===== config.mk =====
export PLATFORM = sky130hd
export DESIGN_NAME = ps2_host_tx
export DESIGN_NICKNAME = d
export VERILOG_FILES = /design/src/rtl/ps2_host_tx.sv
export SDC_FILE = /design/constraint.sdc
export NUM_CORES = 1
export LEC_CHECK = 0
export ABC_AREA = 1
export CAP_MARGIN = 20
export CORE_ASPECT_RATIO = 1.4
export CORE_MARGIN = 1.5
export CORE_UTILIZATION = 45
export DETAILED_ROUTE_END_ITERATION = 8
export GPL_TIMING_DRIVEN = 0
export MAX_ROUTING_LAYER = met4
export PLACE_DENSITY = 0.71
export SYNTH_ARGS = -nofsm -noshare
export SYNTH_HDL_FRONTEND = slang
export SYNTH_SLANG_ARGS = --single-unit

===== constraint.sdc =====
create_clock -name clk -period 1.6 [get_ports clk]
set_clock_uncertainty 0.05 [all_clocks]
set_input_delay 0.24 -clock clk [delete_from_list [all_inputs] [get_ports clk]]
set_output_delay 0.24 -clock clk [all_outputs]
set_load 0.03 [all_outputs]

===== src/rtl/ps2_host_tx.sv =====
// Host-to-device PS/2 transmitter: sends one command byte over the
// open-drain clock/data pair and reports completion, missing ACK or timeout.
//
// state     | meaning
// ----------+-----------------------------------------------------------
// IDLE      | both lines released, waiting for start_i
// INHIBIT   | clock held low; start bit asserted in the last cycle
// RELEASE   | clock released, start bit held, timeout armed
// SEND      | shift D0..D7, parity, stop on device clock falling edges
// ACK       | sample the device ACK on the next falling edge
// WAIT_IDLE | wait for both lines high, then report done
module ps2_host_tx #(
    parameter int unsigned FREQ_HZ        = 25_000_000,
    parameter int unsigned INHIBIT_CYCLES = FREQ_HZ / 10_000,
    parameter int unsigned TIMEOUT_CYCLES = FREQ_HZ / 500
) (
    input  logic       clk,
    input  logic       reset_i,
    input  logic       start_i,
    input  logic [7:0] data_i,
    input  logic       ps2clk_i,
    input  logic       ps2dat_i,
    output logic       ps2clk_low_o,
    output logic       ps2dat_low_o,
    output logic       busy_o,
    output logic       done_o,
    output logic       err_o
);

    localparam int unsigned TMR_MAX = (INHIBIT_CYCLES > TIMEOUT_CYCLES) ?
                                      INHIBIT_CYCLES : TIMEOUT_CYCLES;
    localparam int TW = $clog2(TMR_MAX + 1);

    localparam logic [TW-1:0] INH_LOAD = TW'(INHIBIT_CYCLES - 1);
    localparam logic [TW-1:0] TMO_LOAD = TW'(TIMEOUT_CYCLES - 1);
    localparam logic [TW-1:0] TMR_ONE  = TW'(1);
    localparam logic [TW-1:0] TMR_ZERO = '0;

    localparam logic [2:0] S_IDLE      = 3'd0;
    localparam logic [2:0] S_INHIBIT   = 3'd1;
    localparam logic [2:0] S_RELEASE   = 3'd2;
    localparam logic [2:0] S_SEND      = 3'd3;
    localparam logic [2:0] S_ACK       = 3'd4;
    localparam logic [2:0] S_WAIT_IDLE = 3'd5;

    logic [2:0]    state_q,   state_d;
    logic [TW-1:0] tmr_q,     tmr_d;
    logic [3:0]    bitcnt_q,  bitcnt_d;
    logic [8:0]    shift_q,   shift_d;
    logic          clk_low_q, clk_low_d;
    logic          dat_low_q, dat_low_d;
    logic          busy_q,    busy_d;
    logic          done_q,    done_d;
    logic          err_q,     err_d;
    logic          ack_ok_q,  ack_ok_d;

    logic clk_meta_q, clk_sync_q, clk_prev_q;
    logic dat_meta_q, dat_sync_q, dat_prev_q;

    logic clk_fe;
    logic line_idle;
    logic tmr_active;
    logic tmr_expired;

    // Sync FFs reset to 1 so an idle (pulled-up) bus never looks like an edge.
    always_ff @(posedge clk) begin
        if (reset_i) begin
            clk_meta_q <= 1'b1;
            clk_sync_q <= 1'b1;
            clk_prev_q <= 1'b1;
            dat_meta_q <= 1'b1;
            dat_sync_q <= 1'b1;
            dat_prev_q <= 1'b1;
        end else begin
            clk_meta_q <= ps2clk_i;
            clk_sync_q <= clk_meta_q;
            clk_prev_q <= clk_sync_q;
            dat_meta_q <= ps2dat_i;
            dat_sync_q <= dat_meta_q;
            dat_prev_q <= dat_sync_q;
        end
    end

    assign clk_fe      = clk_prev_q & ~clk_sync_q;
    // Bus counts as idle only once both lines have been high for two samples.
    assign line_idle   = clk_sync_q & clk_prev_q & dat_sync_q & dat_prev_q;
    assign tmr_active  = (state_q == S_RELEASE) || (state_q == S_SEND) ||
                         (state_q == S_ACK)     || (state_q == S_WAIT_IDLE);
    assign tmr_expired = tmr_active && (tmr_q == TMR_ZERO);

    always_comb begin
        state_d   = state_q;
        tmr_d     = tmr_q;
        bitcnt_d  = bitcnt_q;
        shift_d   = shift_q;
        clk_low_d = clk_low_q;
        dat_low_d = dat_low_q;
        busy_d    = busy_q;
        done_d    = 1'b0;
        err_d     = err_q;
        ack_ok_d  = ack_ok_q;

        case (state_q)
            S_IDLE: begin
                clk_low_d = 1'b0;
                dat_low_d = 1'b0;
                if (start_i) begin
                    shift_d   = {~^data_i, data_i};
                    busy_d    = 1'b1;
                    err_d     = 1'b0;
                    ack_ok_d  = 1'b0;
                    clk_low_d = 1'b1;
                    tmr_d     = INH_LOAD;
                    state_d   = S_INHIBIT;
                end
            end

            S_INHIBIT: begin
                if (tmr_q <= TMR_ONE) begin
                    dat_low_d = 1'b1;
                end
                if (tmr_q == TMR_ZERO) begin
                    clk_low_d = 1'b0;
                    tmr_d     = TMO_LOAD;
                    bitcnt_d  = 4'd0;
                    state_d   = S_RELEASE;
                end else begin
                    tmr_d = tmr_q - TMR_ONE;
                end
            end

            S_RELEASE: begin
                state_d = S_SEND;
            end

            S_SEND: begin
                if (clk_fe) begin
                    bitcnt_d = bitcnt_q + 4'd1;
                    if (bitcnt_q == 4'd9) begin
                        dat_low_d = 1'b0;
                        state_d   = S_ACK;
                    end else begin
                        dat_low_d = ~shift_q[0];
                        shift_d   = {1'b0, shift_q[8:1]};
                    end
                end
            end

            S_ACK: begin
                if (clk_fe) begin
                    ack_ok_d = ~dat_sync_q;
                    state_d  = S_WAIT_IDLE;
                end
            end

            S_WAIT_IDLE: begin
                if (line_idle) begin
                    done_d  = 1'b1;
                    err_d   = ~ack_ok_q;
                    busy_d  = 1'b0;
                    state_d = S_IDLE;
                end
            end

            default: begin
                clk_low_d = 1'b0;
                dat_low_d = 1'b0;
                busy_d    = 1'b0;
                state_d   = S_IDLE;
            end
        endcase

        // Timeout overrides any frame event decided above.
        if (tmr_active) begin
            if (tmr_expired) begin
                clk_low_d = 1'b0;
                dat_low_d = 1'b0;
                done_d    = 1'b1;
                err_d     = 1'b1;
                busy_d    = 1'b0;
                state_d   = S_IDLE;
            end else begin
                tmr_d = tmr_q - TMR_ONE;
            end
        end
    end

    always_ff @(posedge clk) begin
        if (reset_i) begin
            state_q   <= S_IDLE;
            tmr_q     <= '0;
            bitcnt_q  <= 4'd0;
            shift_q   <= 9'd0;
            clk_low_q <= 1'b0;
            dat_low_q <= 1'b0;
            busy_q    <= 1'b0;
            done_q    <= 1'b0;
            err_q     <= 1'b0;
            ack_ok_q  <= 1'b0;
        end else begin
            state_q   <= state_d;
            tmr_q     <= tmr_d;
            bitcnt_q  <= bitcnt_d;
            shift_q   <= shift_d;
            clk_low_q <= clk_low_d;
            dat_low_q <= dat_low_d;
            busy_q    <= busy_d;
            done_q    <= done_d;
            err_q     <= err_d;
            ack_ok_q  <= ack_ok_d;
        end
    end

    assign ps2clk_low_o = clk_low_q;
    assign ps2dat_low_o = dat_low_q;
    assign busy_o       = busy_q;
    assign done_o       = done_q;
    assign err_o        = err_q;

endmodule

==> reports/summary.txt, run 1 <==
DR vias/cell - 5.22
Main combinational cell family by area after synthesis - simple AND/OR/NAND/NOR gates
Switch share - 0.388
Final Max Slew Viols - 0
Worst-path fanout max - 7
TritonCTS clock tree - built
Synth-to-Final Area Change - 37.3%
CP Class - reg2reg
Critical path arrival - 1.78 ns
Number of diodes - 0
Routed wire length - 7170 um
Via count - 2715
First-pass detailed-route iteration total - 4
Final Cycle Share - 1.02
Layout fillers - 467
RSZ-0062 raised after global routing - true
CTS Hold Bufs - 0
GPL Wtd Cong - 0.930
Die width - 66.5 um
Max_slew headroom - 0.577
Root Driver - clkbuf_8
Core Util, Final - 0.635
Flop pwr share - 0.300
Reg clk slew, reported paths - 0.09 ns
Failing checks - setup timing
Residual overflow from global routing - 0
Synth Area in Adders - 0.0246
Combinational Power Share - 0.453
First-pass GRT wire length - 10400 um
Ports - 18
Syn Nets - 417
Clock power share - 0.248
Clk_lat worst skew - 0.30 ns
Final Setup Violations - 7
Net switching power - 1850 uW
Fin cells - 520
Post-route setup TNS - -0.0835 ns
Req. time, crit path - 1.75 ns
Netlist cell types - 32
Largest net degree at the start of global routing - 15
Routed len/inst - 13.8 um
Die area - 0.00611 mm^2
Crit end category - register
Outcome - finished, violations left
VDD IR max - 0.693 mV
Post-synthesis mux area share - 0
Vias in the first global route - 2413
H-tree depth - 2
Worst setup margin - -0.0315 ns
Cells after Synth - 399
XOR/XNOR Fraction of Synth Area - 0.0345
# rows - 32
Clock buffer depth - 2
DRC viols - 0
Initial drt markers - 149
Post-synthesis simple-gate area fraction - 0.399
Worst-margin pin slew - 0.635 ns
Initial Util - 0.463
Vert. Die Dim - 91.9 um
Startpoint types - register
Register area share after synthesis - 0.347
Nets@finish - 469
Crit path time final - 1.63 ns
Yosys warns - 0
Routed Antenna Nets - 0
Max cap viols - 0
Synth Cell Area - 0.00254 mm^2
Synthesized area per cell - 6.36 um^2
Hold/Removal Path Class - in2reg
Reg2Reg Setup Slack - -0.03 ns
Fin. Hold Viols - 0
Ratio of cells with drive above 1 in the final layout - 0.265
CTS buffer count - 5
PD cells - 1370 mW/mm^2
Clk sinks - 44
DP Cell Count - 483
Fmax - 0.613 GHz
DP Wirelength - 4460 um
Compound-Gate Fraction of Synth Area - 0.115
Yosys reg bits - 44
Leak - 0.00168 uW
GRT Overall Usage - 0.225
Power Internal - 2920 uW
IO buf count - 16
Initial antenna violation count - 0
Core Area - 0.00549 mm^2
per-stage QoR:
| stage | total power, uW | setup slack, ns | cell area (um^2) | hold WS, ns |
|---|---|---|---|---|
| floorplan | 2490 | 0.107 | 2540 | 0.294 |
| global placement | 2790 | -0.287 | 2780 | 0.341 |
| detailed placement | 2820 | -0.350 | 2780 | 0.346 |
| CTS | 4090 | -0.00928 | 3020 | 0.302 |
| global route | 5070 | -0.128 | 3480 | 0.319 |
| finish | 4770 | -0.0315 | 3480 | 0.292 |
cell usage after synthesis:
cell type	n	area, um^2
o21a_1	1	7.51
a21oi_1	26	130
and3_1	1	6.26
nand4_1	2	12.5
clkbuf_1	3	11.3
inv_1	42	158
nor2_1	57	214
or2_2	6	37.5
ha_1	5	62.6
a31oi_1	2	12.5
o21ai_0	21	105
buf_2	2	10.0
nor3_1	3	15.0
buf_6	1	11.3
inv_2	2	7.51
nor2_4	3	33.8
o21ai_1	3	15.0
buf_1	1	3.75
and2_1	1	6.26
nand2_4	2	22.5
o211ai_1	1	7.51
nor2_2	4	25.0
nor3b_1	1	7.51
nand3b_1	1	7.51
nand2_1	110	413
dfxtp_1	44	881
xor2_1	6	52.6
a21o_1	1	7.51
o21bai_1	1	7.51
nand3_1	40	200
xnor2_1	4	35.0
nand2_2	2	12.5
critical path, cell delays in order, from the launching register on:
cell and delay, ns:
dfxtp_4 0.37, inv_6 0.07, ha_4 0.13, nand2_4 0.05
nor2_4 0.17, nand2_4 0.14, nand2_8 0.16, buf_8 0.13
o21ai_2 0.05, a21oi_1 0.12, nor2_1 0.06
routing by layer:
| metal | GRT usage | part of all wire | vias to the layer above |
|---|---|---|---|
| met5 | - | 0 | - |
| met4 | 0.0850 | 0.035 | 0 |
| met1 | 0.233 | 0.38 | 1235 |
| met3 | 0.0380 | 0.045 | 21 |
| met2 | 0.413 | 0.54 | 81 |
| li1 | - | - | 1378 |
state kept, by name (all words and copies together) (netlist names), 3 cells and up:
name / cells
tmr_q: 16
shift_q: 9
bitcnt_q: 4
state_q: 3
area by class of cell:
| type | instances | area (um^2) | area share |
|---|---|---|---|
| Buffer | 7 | 48.8 | 0.0140 |
| Clock buffer | 5 | 68.8 | 0.0197 |
| Clock inverter | 3 | 90.1 | 0.0259 |
| Inverter | 44 | 176 | 0.0506 |
| Multi-Input combinational cell | 305 | 1710 | 0.491 |
| Sequential cell | 44 | 907 | 0.260 |
| Tap cell | 68 | 85.1 | 0.0244 |
| Timing Repair Buffer | 44 | 398 | 0.114 |
path summary, 6_finish.rpt:
check / startpoint / to / depth (start not counted)
worst min-delay path: reset_i / tmr_q[0] / 2
worst max register to register: tmr_q[0] / tmr_q[9] / 10
worst max-delay path: tmr_q[0] / tmr_q[9] / 10
worst min register to register: dat_meta_q / dat_sync_q / 1
power groups by stage:
stage | clock network (uW) | registers, uW | logic (uW)
4_1_cts | 1190 | 1380 | 1520
3_5_place_dp | 0 | 1400 | 1420
3_3_place_gp | 0 | 1390 | 1400
5_1_grt | 1260 | 1440 | 2370
6_report | 1180 | 1430 | 2160
2_1_floorplan | 0 | 1380 | 1110
what timing repair did:
action / in CTS / in global routing
setup buffers: 3 / 24
setup endpoints to repair: 31 / 36
gates resized for setup: 22 / 79
gates cloned: 1 / 1
pin swaps: 6 / 30
hold endpoints to repair: 0 / 0
cell usage in the layout (no fill, tap or decap), types with 6 or more instances in the layout:
cell	instances
a21oi_1	24
buf_4	24
clkdlybuf4s50_1	12
dfxtp_1	31
dfxtp_2	9
inv_1	36
nand2_1	98
nand2_2	9
nand2_4	6
nand3_1	33
nand3_2	7
nor2_1	43
nor2_2	9
nor2_4	12
o21ai_0	20
or2_2	6
kinds of logic after synthesis:
kind of cell               after synthesis
and+or+nand+nor                        233
AOI/OAI and AO/OA                       56
buffers and inverters                   51
DFF                                     44
xor gates and xnor gates                10
adders and majority gates                5
No activity file was read; power rests on OpenSTA's default activity.
==> run 2, diff against run 1 <==
--- a/config.mk
+++ b/config.mk
@@ -9,11 +9,11 @@
 export CAP_MARGIN = 20
 export CORE_ASPECT_RATIO = 1.4
 export CORE_MARGIN = 1.5
-export CORE_UTILIZATION = 45
+export CORE_UTILIZATION = 58
 export DETAILED_ROUTE_END_ITERATION = 8
 export GPL_TIMING_DRIVEN = 0
 export MAX_ROUTING_LAYER = met4
-export PLACE_DENSITY = 0.71
+export PLACE_DENSITY = 0.86
 export SYNTH_ARGS = -nofsm -noshare
 export SYNTH_HDL_FRONTEND = slang
 export SYNTH_SLANG_ARGS = --single-unit
==> run 2 against run 1 <==
  * The flow still finishes with violations (setup timing)
  * Die area shrank 22%
  * Utilization increased by 13 points
  * Setup slack is essentially flat
  * Clock-buffer cell count stayed put
  * Non-clock buffer count fell by 10
  * Worst hold slack lost 0.0057 ns
  * Global-route usage up 5.0 points
  * Fmax about the same
  * Sequential power about the same
  * Power down 9.4%
  * Critical path type unchanged
  * Highest routed layer unchanged
==> reports/summary.txt, run 2 (synthesized netlist as in run 1, its figures left out) <==
DP Wirelength - 4450 um (was 4460 um)
Max_slew headroom - 0.564 (was 0.577)
Largest registers - tmr_q (16), shift_q (9), bitcnt_q (4) (unchanged)
CTS Hold Bufs - 0 (unchanged)
Crit path time final - 1.63 ns (about the same)
Final instance area - 0.00323 mm^2 (was 0.00348 mm^2)
GPL Wtd Cong - 0.941 (was 0.930)
Critical path arrival - 1.79 ns (was 1.78 ns)
Max reg flops - 16 (unchanged)
Number of diodes - 0 (unchanged)
Most common cell after layout, fill and taps aside - nand2_1 (unchanged)
Critical Path Max Stage Delay - 0.35 ns (was 0.37 ns)
Final Max Slew Viols - 0 (unchanged)
CP Buf/Inv Count - 2 (unchanged)
First-pass GRT wire length - 9830 um (was 10400 um)
VDD IR max - 0.977 mV (was 0.693 mV)
Routed len/inst - 14.6 um (was 13.8 um)
Initial Util - 0.604 (was 0.463)
Placement Cell Area - 0.00276 mm^2 (was 0.00278 mm^2)
CP Class - reg2reg (unchanged)
Worst-path cell chain - inv_4 -> ha_4 -> nand2_4 -> nor2_4 -> nand2_4 -> nand2_8 -> buf_8 -> o21ai_2 -> a21oi_1 -> nor2_1 (was inv_6 -> ha_4 -> nand2_4 -> nor2_4 -> nand2_4 -> nand2_8 -> buf_8 -> o21ai_2 -> a21oi_1 -> nor2_1)
Most frequent cells in the layout - nand2_1, nor2_1, inv_1, nand3_1, dfxtp_1 (unchanged)
Hold/Removal Path Class - in2reg (unchanged)
Final Setup Violations - 2 (was 7)
Worst-path fanout max - 8 (was 7)
Routed wire length - 7140 um (was 7170 um)
CTS buffer count - 5 (unchanged)
Largest net degree at the start of global routing - 15 (unchanged)
Die area - 0.00479 mm^2 (was 0.00611 mm^2)
Via count - 2835 (was 2715)
Critical Path Slowest Stage Cell - dfxtp_2 (was dfxtp_4)
Delay-heaviest family, CP - simple AND/OR/NAND/NOR gates (unchanged)
# rows - 28 (was 32)
CP most frequent cell - nand2_4 (unchanged)
Failing checks - setup timing (unchanged)
Ratio of cells with drive above 1 in the final layout - 0.219 (was 0.265)
Max cap viols - 0 (unchanged)
Core Area - 0.00420 mm^2 (was 0.00549 mm^2)
Req. time, crit path - 1.76 ns (was 1.75 ns)
Ports - 18 (unchanged)
GRT Overall Usage - 0.275 (was 0.225)
Post-Place Setup Slack - -0.308 ns (was -0.350 ns)
Crit end category - register (unchanged)
Initial drt markers - 351 (was 149)
Startpoint types - register (unchanged)
TritonCTS clock tree - built (unchanged)
Largest Register - tmr_q (unchanged)
RSZ-0062 raised after global routing - true (unchanged)
Initial antenna violation count - 0 (unchanged)
Synth-to-Final Area Change - 27.3% (was 37.3%)
Nets@finish - 460 (was 469)
Vias in the first global route - 2386 (was 2413)
H-tree depth - 2 (unchanged)
Clock buffer depth - 2 (unchanged)
Worst setup margin - -0.0310 ns (was -0.0315 ns)
First-pass detailed-route iteration total - 5 (was 4)
Root Driver - clkbuf_8 (unchanged)
Final Cycle Share - 1.02 (about the same)
Residual overflow from global routing - 0 (unchanged)
Worst-margin pin slew - 0.654 ns (was 0.635 ns)
Fmax - 0.613 GHz (about the same)
Die width - 58.9 um (was 66.5 um)
DRC viols - 0 (unchanged)
Routed Antenna Nets - 0 (unchanged)
IO buf count - 16 (unchanged)
Fin. Hold Viols - 0 (unchanged)
Outcome - finished, violations left (unchanged)
PD cells - 1340 mW/mm^2 (was 1370 mW/mm^2)
Leak - 0.00158 uW (was 0.00168 uW)
DR vias/cell - 5.81 (was 5.22)
Clk sinks - 44 (unchanged)
Clk_lat worst skew - 0.31 ns (was 0.30 ns)
Reg clk slew, reported paths - 0.09 ns (about the same)
Vert. Die Dim - 81.3 um (was 91.9 um)
-- run 2: cell types whose count changed in the layout (fill, tap and decap cells not counted), moves of 4 or more --
cell / delta
o21ai_0: -5
buf_6: -4
nor2_1: +4
buf_4: -6
o21ai_1: +5
dfxtp_4: -4
-- run 2: layout make-up --
type / count / area [um^2]
Multi-Input combinational cell: 306 / 1640
Fill cell: 309 / 973
Sequential cell: 44 / 896
Timing Repair Buffer: 34 / 310
Inverter: 44 / 173
Clock buffer: 5 / 68.8
Tap cell: 45 / 56.3
Buffer: 7 / 45.0
Clock inverter: 3 / 42.5
-- run 2: per-layer routing --
layer  vias to the layer above  global-route usage  share of wire
met4                         0               0.127          0.042
met2                       139               0.521           0.53
met3                        34              0.0446          0.052
li1                       1364                   -              -
met1                      1298               0.263           0.38
met5                         -                   -              0
-- run 2: final timing paths --
path | start | endpoint | slack (ns) | depth (start not counted)
hold / removal | reset_i | tmr_q[0] | 0.29 | 2
setup / recovery | tmr_q[0] | tmr_q[9] | -0.03 | 10
setup reg to reg | tmr_q[0] | tmr_q[9] | -0.03 | 10
hold reg to reg | clk_meta_q | clk_sync_q | 0.37 | 1
-- run 2: per-stage QoR --
stage                     utilization  cells  hold WS [ns]  total power [uW]  setup TNS, ns
after floorplan                     -    399         0.294              2490              0
after global placement          0.655    460         0.342              2770          -2.97
after detailed placement        0.655    460         0.355              2810          -4.04
after CTS                       0.699    472         0.292              3770        -0.0188
after global routing            0.768    488         0.317              4540         -0.949
final                           0.768    488         0.286              4320        -0.0602
-- run 2: worst reg2reg max path: stages (launching register included) --
cell and delay, ns:
dfxtp_2 0.35, inv_4 0.10, ha_4 0.15, nand2_4 0.05, nor2_4 0.16, nand2_4 0.15, nand2_8 0.14, buf_8 0.13
o21ai_2 0.05, a21oi_1 0.13, nor2_1 0.06
-- run 2: repair_timing --
item / CTS / global route
gates resized for setup: 19 / 58
endpoints found under the setup margin: 31 / 37
cloned: 0 / 3
pin swaps: 3 / 17
buffers inserted: 4 / 13
-- run 2: where the power goes --
group	total (uW)	switching [uW]	internal, uW
Combinational	2030	1250	774
Sequential	1420	166	1250
Clock	877	415	462
==> run 3, diff against run 2 <==
--- a/config.mk
+++ b/config.mk
@@ -13,7 +13,7 @@
 export DETAILED_ROUTE_END_ITERATION = 8
 export GPL_TIMING_DRIVEN = 0
 export MAX_ROUTING_LAYER = met4
-export PLACE_DENSITY = 0.86
+export PLACE_DENSITY_LB_ADDON = 0.2
 export SYNTH_ARGS = -nofsm -noshare
 export SYNTH_HDL_FRONTEND = slang
 export SYNTH_SLANG_ARGS = --single-unit
==> run 3 against run 2 <==
  * Sequential power is essentially flat
  * Clock-buffer cell count grew 2
  * Routed wire length shrank 4.2%
  * Global-route usage grew 0.74 points
  * The flow still finishes with violations (setup timing)
  * Final area shrank 0.39%
  * Critical endpoint is now tmr_q[6]
  * Largest power group unchanged
  * Largest cell class unchanged
  * Highest routed layer unchanged
  * Via count shrank 2.6%
  * Power shrank 4.8%
  * Worst hold slack lost 0.011 ns
  * Combinational power shrank 3%
  * First-iteration DRC count shrank 41%
  * Flip-flop and latch count is the same
  * Register-to-register slack is essentially flat
==> reports/summary.txt, run 3 (synthesized netlist as in run 1, its figures left out) <==
Number of diodes - 0 (unchanged)
Fmax - 0.612 GHz (was 0.613 GHz)
Initial Util - 0.604 (unchanged)
Ratio of cells with drive above 1 in the final layout - 0.205 (was 0.219)
Hold/Removal Path Class - in2reg (unchanged)
Reg clk slew, reported paths - 0.09 ns (about the same)
Clk_lat worst skew - 0.30 ns (was 0.31 ns)
Max_slew headroom - 0.590 (was 0.564)
Post-route setup TNS - -0.0573 ns (was -0.0602 ns)
Critical Path Slowest Stage Cell - dfxtp_1 (was dfxtp_2)
Vert. Die Dim - 81.3 um (unchanged)
Layout fillers - 333 (was 309)
Delay-heaviest family, CP - simple AND/OR/NAND/NOR gates (unchanged)
Largest net degree at the start of global routing - 14 (was 15)
Core Area - 0.00420 mm^2 (unchanged)
Clock buffer depth - 2 (unchanged)
Final Cycle Share - 1.02 (about the same)
Register area - 897 um^2 (was 896 um^2)
Max reg flops - 16 (unchanged)
CTS Hold Bufs - 0 (unchanged)
Leak - 0.00157 uW (was 0.00158 uW)
Worst-path fanout max - 8 (unchanged)
Nets@finish - 460 (unchanged)
IO buf count - 16 (unchanged)
Worst-path cell chain - nor2_2 -> nand2_2 -> nor2_4 -> nand2_4 -> nand2_8 -> nand2_4 -> nand2_1 -> nand3_1 -> nand2_1 -> inv_1 (was inv_4 -> ha_4 -> nand2_4 -> nor2_4 -> nand2_4 -> nand2_8 -> buf_8 -> o21ai_2 -> a21oi_1 -> nor2_1)
Clk sinks - 44 (unchanged)
VDD IR max - 0.891 mV (was 0.977 mV)
CP Buf/Inv Count - 1 (was 2)
Largest registers - tmr_q (16), shift_q (9), bitcnt_q (4) (unchanged)
GRT Overall Usage - 0.282 (was 0.275)
Die width - 58.9 um (unchanged)
Core Util, Final - 0.765 (was 0.768)
Crit end category - register (unchanged)
Failing checks - setup timing (unchanged)
GPL Wtd Cong - 0.910 (was 0.941)
Routed wire length - 6840 um (was 7140 um)
PD cells - 1280 mW/mm^2 (was 1340 mW/mm^2)
Root Driver - clkbuf_8 (unchanged)
Critical path arrival - 1.79 ns (about the same)
Max cap viols - 0 (unchanged)
Initial drt markers - 206 (was 351)
Routed len/inst - 14.0 um (was 14.6 um)
Crit path time final - 1.63 ns (about the same)
Final Max Slew Viols - 0 (unchanged)
Ports - 18 (unchanged)
Die area - 0.00479 mm^2 (unchanged)
Worst setup margin - -0.0327 ns (was -0.0310 ns)
H-tree depth - 2 (unchanged)
# rows - 28 (unchanged)
Synth-to-Final Area Change - 26.8% (was 27.3%)
RSZ-0062 raised after global routing - true (unchanged)
DRC viols - 0 (unchanged)
Final Setup Violations - 2 (unchanged)
Outcome - finished, violations left (unchanged)
First-pass GRT wire length - 10200 um (was 9830 um)
Via count - 2762 (was 2835)
Most frequent cells in the layout - nand2_1, nor2_1, inv_1, nand3_1, dfxtp_1 (unchanged)
Area of the multi-input gates - 0.00162 mm^2 (was 0.00164 mm^2)
Residual overflow from global routing - 0 (unchanged)
Startpoint types - register (unchanged)
Critical Path Max Stage Delay - 0.37 ns (was 0.35 ns)
CP Class - reg2reg (unchanged)
TritonCTS clock tree - built (unchanged)
Most common cell after layout, fill and taps aside - nand2_1 (unchanged)
DR vias/cell - 5.66 (was 5.81)
Initial antenna violation count - 0 (unchanged)
Req. time, crit path - 1.76 ns (about the same)
Fin. Hold Viols - 0 (unchanged)
Largest Register - tmr_q (unchanged)
First-pass detailed-route iteration total - 5 (unchanged)
Vias in the first global route - 2425 (was 2386)
CTS buffer count - 5 (unchanged)
Worst-margin pin slew - 0.615 ns (was 0.654 ns)
Routed Antenna Nets - 0 (unchanged)
DP Wirelength - 4430 um (was 4450 um)
[run 3: cell count changes in the layout (fill, tap and decap cells not counted), moves of 2 or more]
| cell | previous run | this run |
|---|---|---|
| buf_4 | 18 | 16 |
| nand3_1 | 35 | 37 |
| dfxtp_1 | 32 | 35 |
| o21ai_0 | 15 | 13 |
| dfxtp_4 | 0 | 2 |
| buf_6 | 0 | 3 |
| nand3_2 | 5 | 3 |
| o21ai_1 | 5 | 7 |
| dfxtp_2 | 12 | 7 |
[run 3: cell type report]
cell class / count / area share
flip-flops and latches: 44 / 0.279
plain buffers: 7 / 0.0152
well taps: 45 / 0.0175
clock inverters: 1 / 0.00233
multi-input cells: 305 / 0.503
inverters: 44 / 0.0544
clock buffers: 7 / 0.0268
repair buffers: 35 / 0.101
[run 3: stage by stage]
step	hold WS, ns	std cells	setup slack [ns]	total power, uW	instance area (um^2)
floorplan	0.294	399	0.107	2490	2540
global route	0.336	488	-0.0783	4350	3220
detailed placement	0.347	460	-0.271	2820	2760
finish	0.275	488	-0.0327	4110	3220
CTS	0.279	474	0.000137	3690	2940
global placement	0.342	460	-0.266	2790	2760
[run 3: final timing paths]
kind                                 start         end  slack (ns)  cells after the start
worst max-delay path              tmr_q[6]    tmr_q[6]       -0.03                     10
worst min-delay path               reset_i    tmr_q[0]        0.27                      2
worst max register to register    tmr_q[6]    tmr_q[6]       -0.03                     10
worst min register to register  clk_meta_q  clk_sync_q        0.36                      1
[run 3: per-layer routing]
layer | global-route usage | share of wire | up-vias
li1 | - | - | 1360
met1 | 0.282 | 0.39 | 1257
met2 | 0.533 | 0.53 | 121
met3 | 0.0462 | 0.057 | 24
met4 | 0.107 | 0.026 | 0
met5 | - | 0 | -
[run 3: worst reg2reg max path, delay by kind of cell, from the launching register on]
family | cells | cell delay, ns
buffers and inverters | 1 | 0.06
and+or+nand+nor | 9 | 1.06
DFF | 1 | 0.37
[run 3: power breakdown]
group / internal [uW] / switching (uW) / leakage, uW
registers: 1250 / 150 / 0.000365
clock network: 351 / 394 / 0.0000445
logic: 766 / 1200 / 0.00116
[run 3: timing repair]
item                                    4_1_cts  5_1_grt
setup buffers                                 6       12
resized for setup                            20       59
pin swaps                                     6       13
gates cloned                                  0        2
endpoints found under the setup margin       30       35
